===== src/rtl/servo_pwm.sv =====
// Hobby-servo PWM generator: fixed frame, pulse width picked by a 2-bit
// position select that is only adopted at frame boundaries.
module servo_pwm #(
    parameter int FRAME_CYCLES = 2_000_000,
    parameter int PW_1MS       = 100_000,
    parameter int PW_1P5MS     = 150_000,
    parameter int PW_2MS       = 200_000,
    parameter int CNT_W        = 21
) (
    input  logic       clk,
    input  logic       rst_n,
    input  logic [1:0] pos,
    output logic       _control
);

    localparam logic [CNT_W-1:0] CNT_LAST = CNT_W'(FRAME_CYCLES - 1);
    localparam logic [CNT_W-1:0] CNT_ONE  = CNT_W'(1);
    localparam logic [CNT_W-1:0] W_1MS    = CNT_W'(PW_1MS);
    localparam logic [CNT_W-1:0] W_1P5MS  = CNT_W'(PW_1P5MS);
    localparam logic [CNT_W-1:0] W_2MS    = CNT_W'(PW_2MS);

    logic [1:0]       sync1_q, sync1_d;
    logic [1:0]       sync2_q, sync2_d;
    logic [CNT_W-1:0] cnt_q, cnt_d;
    logic [CNT_W-1:0] wid_q, wid_d;
    logic [CNT_W-1:0] wid_sel;
    logic             ctrl_q, ctrl_d;

    always_comb begin
        wid_sel = W_1P5MS;
        case (sync2_q)
            2'b00:   wid_sel = W_1MS;
            2'b10:   wid_sel = W_2MS;
            default: wid_sel = W_1P5MS;
        endcase
    end

    // Width is latched on the last cycle so a frame never changes mid-pulse.
    always_comb begin
        sync1_d = pos;
        sync2_d = sync1_q;
        cnt_d   = cnt_q + CNT_ONE;
        wid_d   = wid_q;
        if (cnt_q == CNT_LAST) begin
            cnt_d = '0;
            wid_d = wid_sel;
        end
        ctrl_d = (cnt_q < wid_q);
    end

    always_ff @(posedge clk) begin
        if (!rst_n) begin
            sync1_q <= 2'b01;
            sync2_q <= 2'b01;
            cnt_q   <= '0;
            wid_q   <= W_1P5MS;
            ctrl_q  <= 1'b0;
        end else begin
            sync1_q <= sync1_d;
            sync2_q <= sync2_d;
            cnt_q   <= cnt_d;
            wid_q   <= wid_d;
            ctrl_q  <= ctrl_d;
        end
    end

    assign _control = ctrl_q;

endmodule


===== config.mk =====
export PLATFORM = sky130hd
export DESIGN_NAME = servo_pwm
export DESIGN_NICKNAME = d
export VERILOG_FILES = /design/src/rtl/servo_pwm.sv
export SDC_FILE = /design/constraint.sdc
export NUM_CORES = 1
export LEC_CHECK = 0
export ABC_AREA = 1
export CELL_PAD_IN_SITES_DETAIL_PLACEMENT = 1
export CELL_PAD_IN_SITES_GLOBAL_PLACEMENT = 2
export CORE_MARGIN = 3
export CORE_UTILIZATION = 36
export DETAILED_ROUTE_END_ITERATION = 10
export PLACE_DENSITY = 0.84
export SETUP_SLACK_MARGIN = 0.02
export SYNTH_ARGS = -nofsm -noshare
export SYNTH_HDL_FRONTEND = slang
export SYNTH_SLANG_ARGS = --single-unit

===== constraint.sdc =====
create_clock -name clk -period 3.6 [get_ports clk]
set_input_delay 0.54 -clock clk [delete_from_list [all_inputs] [get_ports clk]]
set_output_delay 0.54 -clock clk [all_outputs]
set_load 0.005 [all_outputs]

# == After elaboration in Yosys (flattened, before gate mapping) ==
# Index checks and enable logic that the tools add are counted.
# totals
reg_bits,47
mem_bits_rw,0
mem_bits_ro,0
output_inout_bits,1
memories,0
elab_cells,13
in_bits,4
latch_bits,0
# op_classes
shifts,0
addsub,1
n_bitwise,1
div,0
mul,0
eq_ne,2
order_cmp,1
reduce_logical,2
muxes,1
# op_table
operator,n
$pmux 18 s2,1
$add 21x1->21 const B,1
$eq 21x21->1 const B,1
$lt 21x21->1,1
$eq 2x2->1 const B,1
$logic_not 2->1,1
$reduce_or 2->1,1
$not 1->1,1

# == Depth between registers and ports, before layout ==
# depth
depth_word,2
mapped_depth,11
mapped_depth_nobuf,11

# == Least setup slack after synthesis ==
# No wires, ideal clock.
# synth_timing
path_type,register -> register
startpoint,register cnt_q[0]
endpoint,register wid_q[16]
path_buffers,1
synth_period_minus_slack_ps,1396
setup_slack_ps,2204
t_arrival_ps,1280
required_time_ps,3484
stages_incl_launch_ff,8
setup_ps,116
cell_sequence,dfxtp_1 -> ha_1 -> nand3_2 -> nor2_1 -> nand3_2 -> nand2_4 -> buf_6 -> a21oi_2
# synth_via
elab_chain_cells,1
# synth_rtl
element,line,rtl
"start, declared",24,"logic [CNT_W-1:0] cnt_q, cnt_d;"
"start signal, assigned",61,cnt_q <= cnt_d;
$eq 21x21->1,44,if (cnt_q == CNT_LAST) begin
"end signal, assigned",62,wid_q <= wid_d;
"end, declared",25,"logic [CNT_W-1:0] wid_q, wid_d;"
# Every way passes these cells.
# A chain may end at the register's enable or synchronous reset.

# == Final worst setup path ==
# layout_timing
startpoint,register cnt_q[0]
endpoint,register wid_q[7]
# The elaborated chain is that of the path after synthesis.

==> metrics.yaml <==
placement:
  dp.cells: 351
  port_buffers: 4
  placed_area_um2: 1942
  hpwl_um: 3987
  gp_congestion: 0.8008
  place_ws_ps: 1748
drt:
  remaining_drc_errors: 0
  avgViaCountPerCell: 4.788
  top_layer: "met4"
  dr.pass1.iters: 4
  vias: 1719
  ant_nets: 0
  drtIter0Drc: 83
  wl_um: 4985
  wl_met3_um: 128
  route.met2.wl_um: 2201
  drt-met1-wl_um: 2565
  wl_per_cell_um: 13.89
setup_path:
  r2r-start: "cnt_q[0]$_SDFF_PP0_"
  start_kind: "flop"
  crit_arrival_ps: 1910
  critPathCaptureType: "flop"
  critPathMaxStageDelay_ps: 410
  required_ps: 3830
  path_cells: "ha_1 > nand3_2 > nor2_2 > nand3_1 > nor2_1 > o21ai_0 > nand3_1"
  worst-path-max-fanout: 6
  cpMostUsedCell: "nand3_1"
  path_class: "reg2reg"
  crit_start: "cnt_q[0]$_SDFF_PP0_"
  cp_slowest_cell: "dfxtp_1"
logic_synthesis:
  syn_area_per_cell_um2: 6.521
  ys_warn_count: 0
  synthesis.instances: 283
  ys_ff_latch: 31
  synth_nets: 299
  ys_seq_area_share_pct: 33.63
  yosys.cell_types.count: 23
  synth_largest_area_cell: "dfxtp_1"
  synth_top_area_share_pct: 33.63
  ys_top_cells_by_area: "dfxtp_1, nand2_1, nor2_1, ha_1, inv_1"
  synth_area_um2: 1846
die:
  start_util_pct: 38.06
  fp.dieH_um: 77.60
  coreArea_um2: 4848
  pin_count: 5
  die_area_um2: 6022
  rows: 25
  fp.dieW_um: 77.60
global_routing:
  grt_max_degree: 25
  grt_usage_pct: 19.28
  grt_pass1_wl_um: 8997
  antenna_found_initial: 0
  grt_pass1_vias: 1860
  grt-ovfl-total: 0
min_path:
  min_from: "sync1_q[1]$_SDFF_PN0_"
  hp-class: "reg2reg"
clock_network:
  clock_latency_ps: 290
  hold_buffers: 0
  cts_root_buf: "clkbuf_8"
  post_cts_resized: 0
  cts_tree: "built"
  cts_setup_buffers: 0
  cts-buffers-inserted: 5
  clkTransAtPathRegs_ps: 70
  htreeDepth: 2
  ctsLongestPathBuffers: 2
  cts_sinks: 31
timing:
  finalCriticalPeriod_ps: 1685
  rsz0062_at_grt: "false"
  fin_skew_ps: 10.96
  max_freq_ghz: 0.5935
  hold_viol_final: 0
  fin_crit_sh_pct: 46.80
  fin_setup_tns_ps: 0
  slew_headroom_pct: 77.67
  worst_slew_pin_slew_ps: 332.3
  setup_ws_ps: 1915
  setup_viol: 0
  final_max_slew_viol_count: 0
finish:
  final_cell_mix: "nand2_1, nor2_1, inv_1"
  drive_above_1_share_pct: 9.589
  final_common_cell: "nand2_1"
  finalNetCount: 307
  fin_cells: 359
  fill_cells: 670
  area_growth_pct: 11.32
  antenna_cells: 0
  fin_area_um2: 2054
job:
  maxCapViolations: 0
pwr:
  peakVddDrop_uv: 327.8
  finalPower_w: 0.0007274
  power.leakage_nw: 0.8346
  powerDensity_nw_per_um2: 354.1
status:
  status: "completed"
## critical path: cells and delay by family, from the launching register on
family / cells / cell delay, ps
adder cells (fa/ha/maj): 1 / 280
flip-flops: 1 / 410
AO/OA/AOI/OAI: 1 / 160
AND/OR/NAND/NOR: 5 / 780
## metal layers
metal	global-route usage (%)	vias to the layer above
met5	0	-
met4	6.406	0
met3	4.292	9
met2	31.25	19
met1	25.21	803
li1	-	888
## synthesized netlist by cell type (all sizes together)
master,number
nand2,88
nor2,54
inv,40
dfxtp,31
nand3,18
a21oi,16
ha,12
o21ai,5
nand4,4
nor3,4
or2,3
xor2,3
buf,2
xnor2,2
clkbuf,1
## cell families after synthesis
family          count (synthesis)  synth area share (%)
simple gates                  171                 40.34
flops                          31                 33.63
buf+inv                        43                 9.627
fa+ha+maj                      12                 8.135
xor+xnor                        5                 2.373
compound gates                 21                 5.898
## registers in the layout, indices dropped and copies added, names as in the netlist
signal    cells
cnt_q        21
sync1_q       2
wid_q         5
sync2_q       2
_control      1
## power breakdown
| group | switching [W] | total, W | leakage (nW) | internal, W |
|---|---|---|---|---|
| Combinational | 0.0000137 | 0.0000228 | 0.525 | 0.00000914 |
| Clock | 0.000147 | 0.000353 | 0.0581 | 0.000206 |
| Sequential | 0.00000359 | 0.000352 | 0.252 | 0.000348 |
## final timing paths
| kind | endpoint | slack, ps | cells after the start |
|---|---|---|---|
| max | wid_q[7]$_SDFFE_PN1P_ | 1920 | 7 |
| max reg2reg | wid_q[7]$_SDFFE_PN1P_ | 1920 | 7 |
| min reg2reg | sync2_q[1]$_SDFF_PN0_ | 420 | 2 |
| min | sync2_q[1]$_SDFF_PN0_ | 420 | 2 |
## cell type report
type	count	area [um2]	area share [%]
multi-input cells	209	1047	50.97
inverters	40	150.1	7.308
clock inverters	3	43.79	2.132
well taps	67	83.83	4.080
flip-flops and latches	31	620.6	30.21
repair buffers	4	40.04	1.949
clock buffers	5	68.82	3.350
## stage by stage
stage	utilization, %	hold WS (ps)
final	42.37	423.6
after global routing	42.37	458.3
after CTS	42.37	424.7
after detailed placement	40.05	404.8
after global placement	40.05	407.6
after floorplan	-	390.5
No activity file was read; power rests on OpenSTA's default activity.
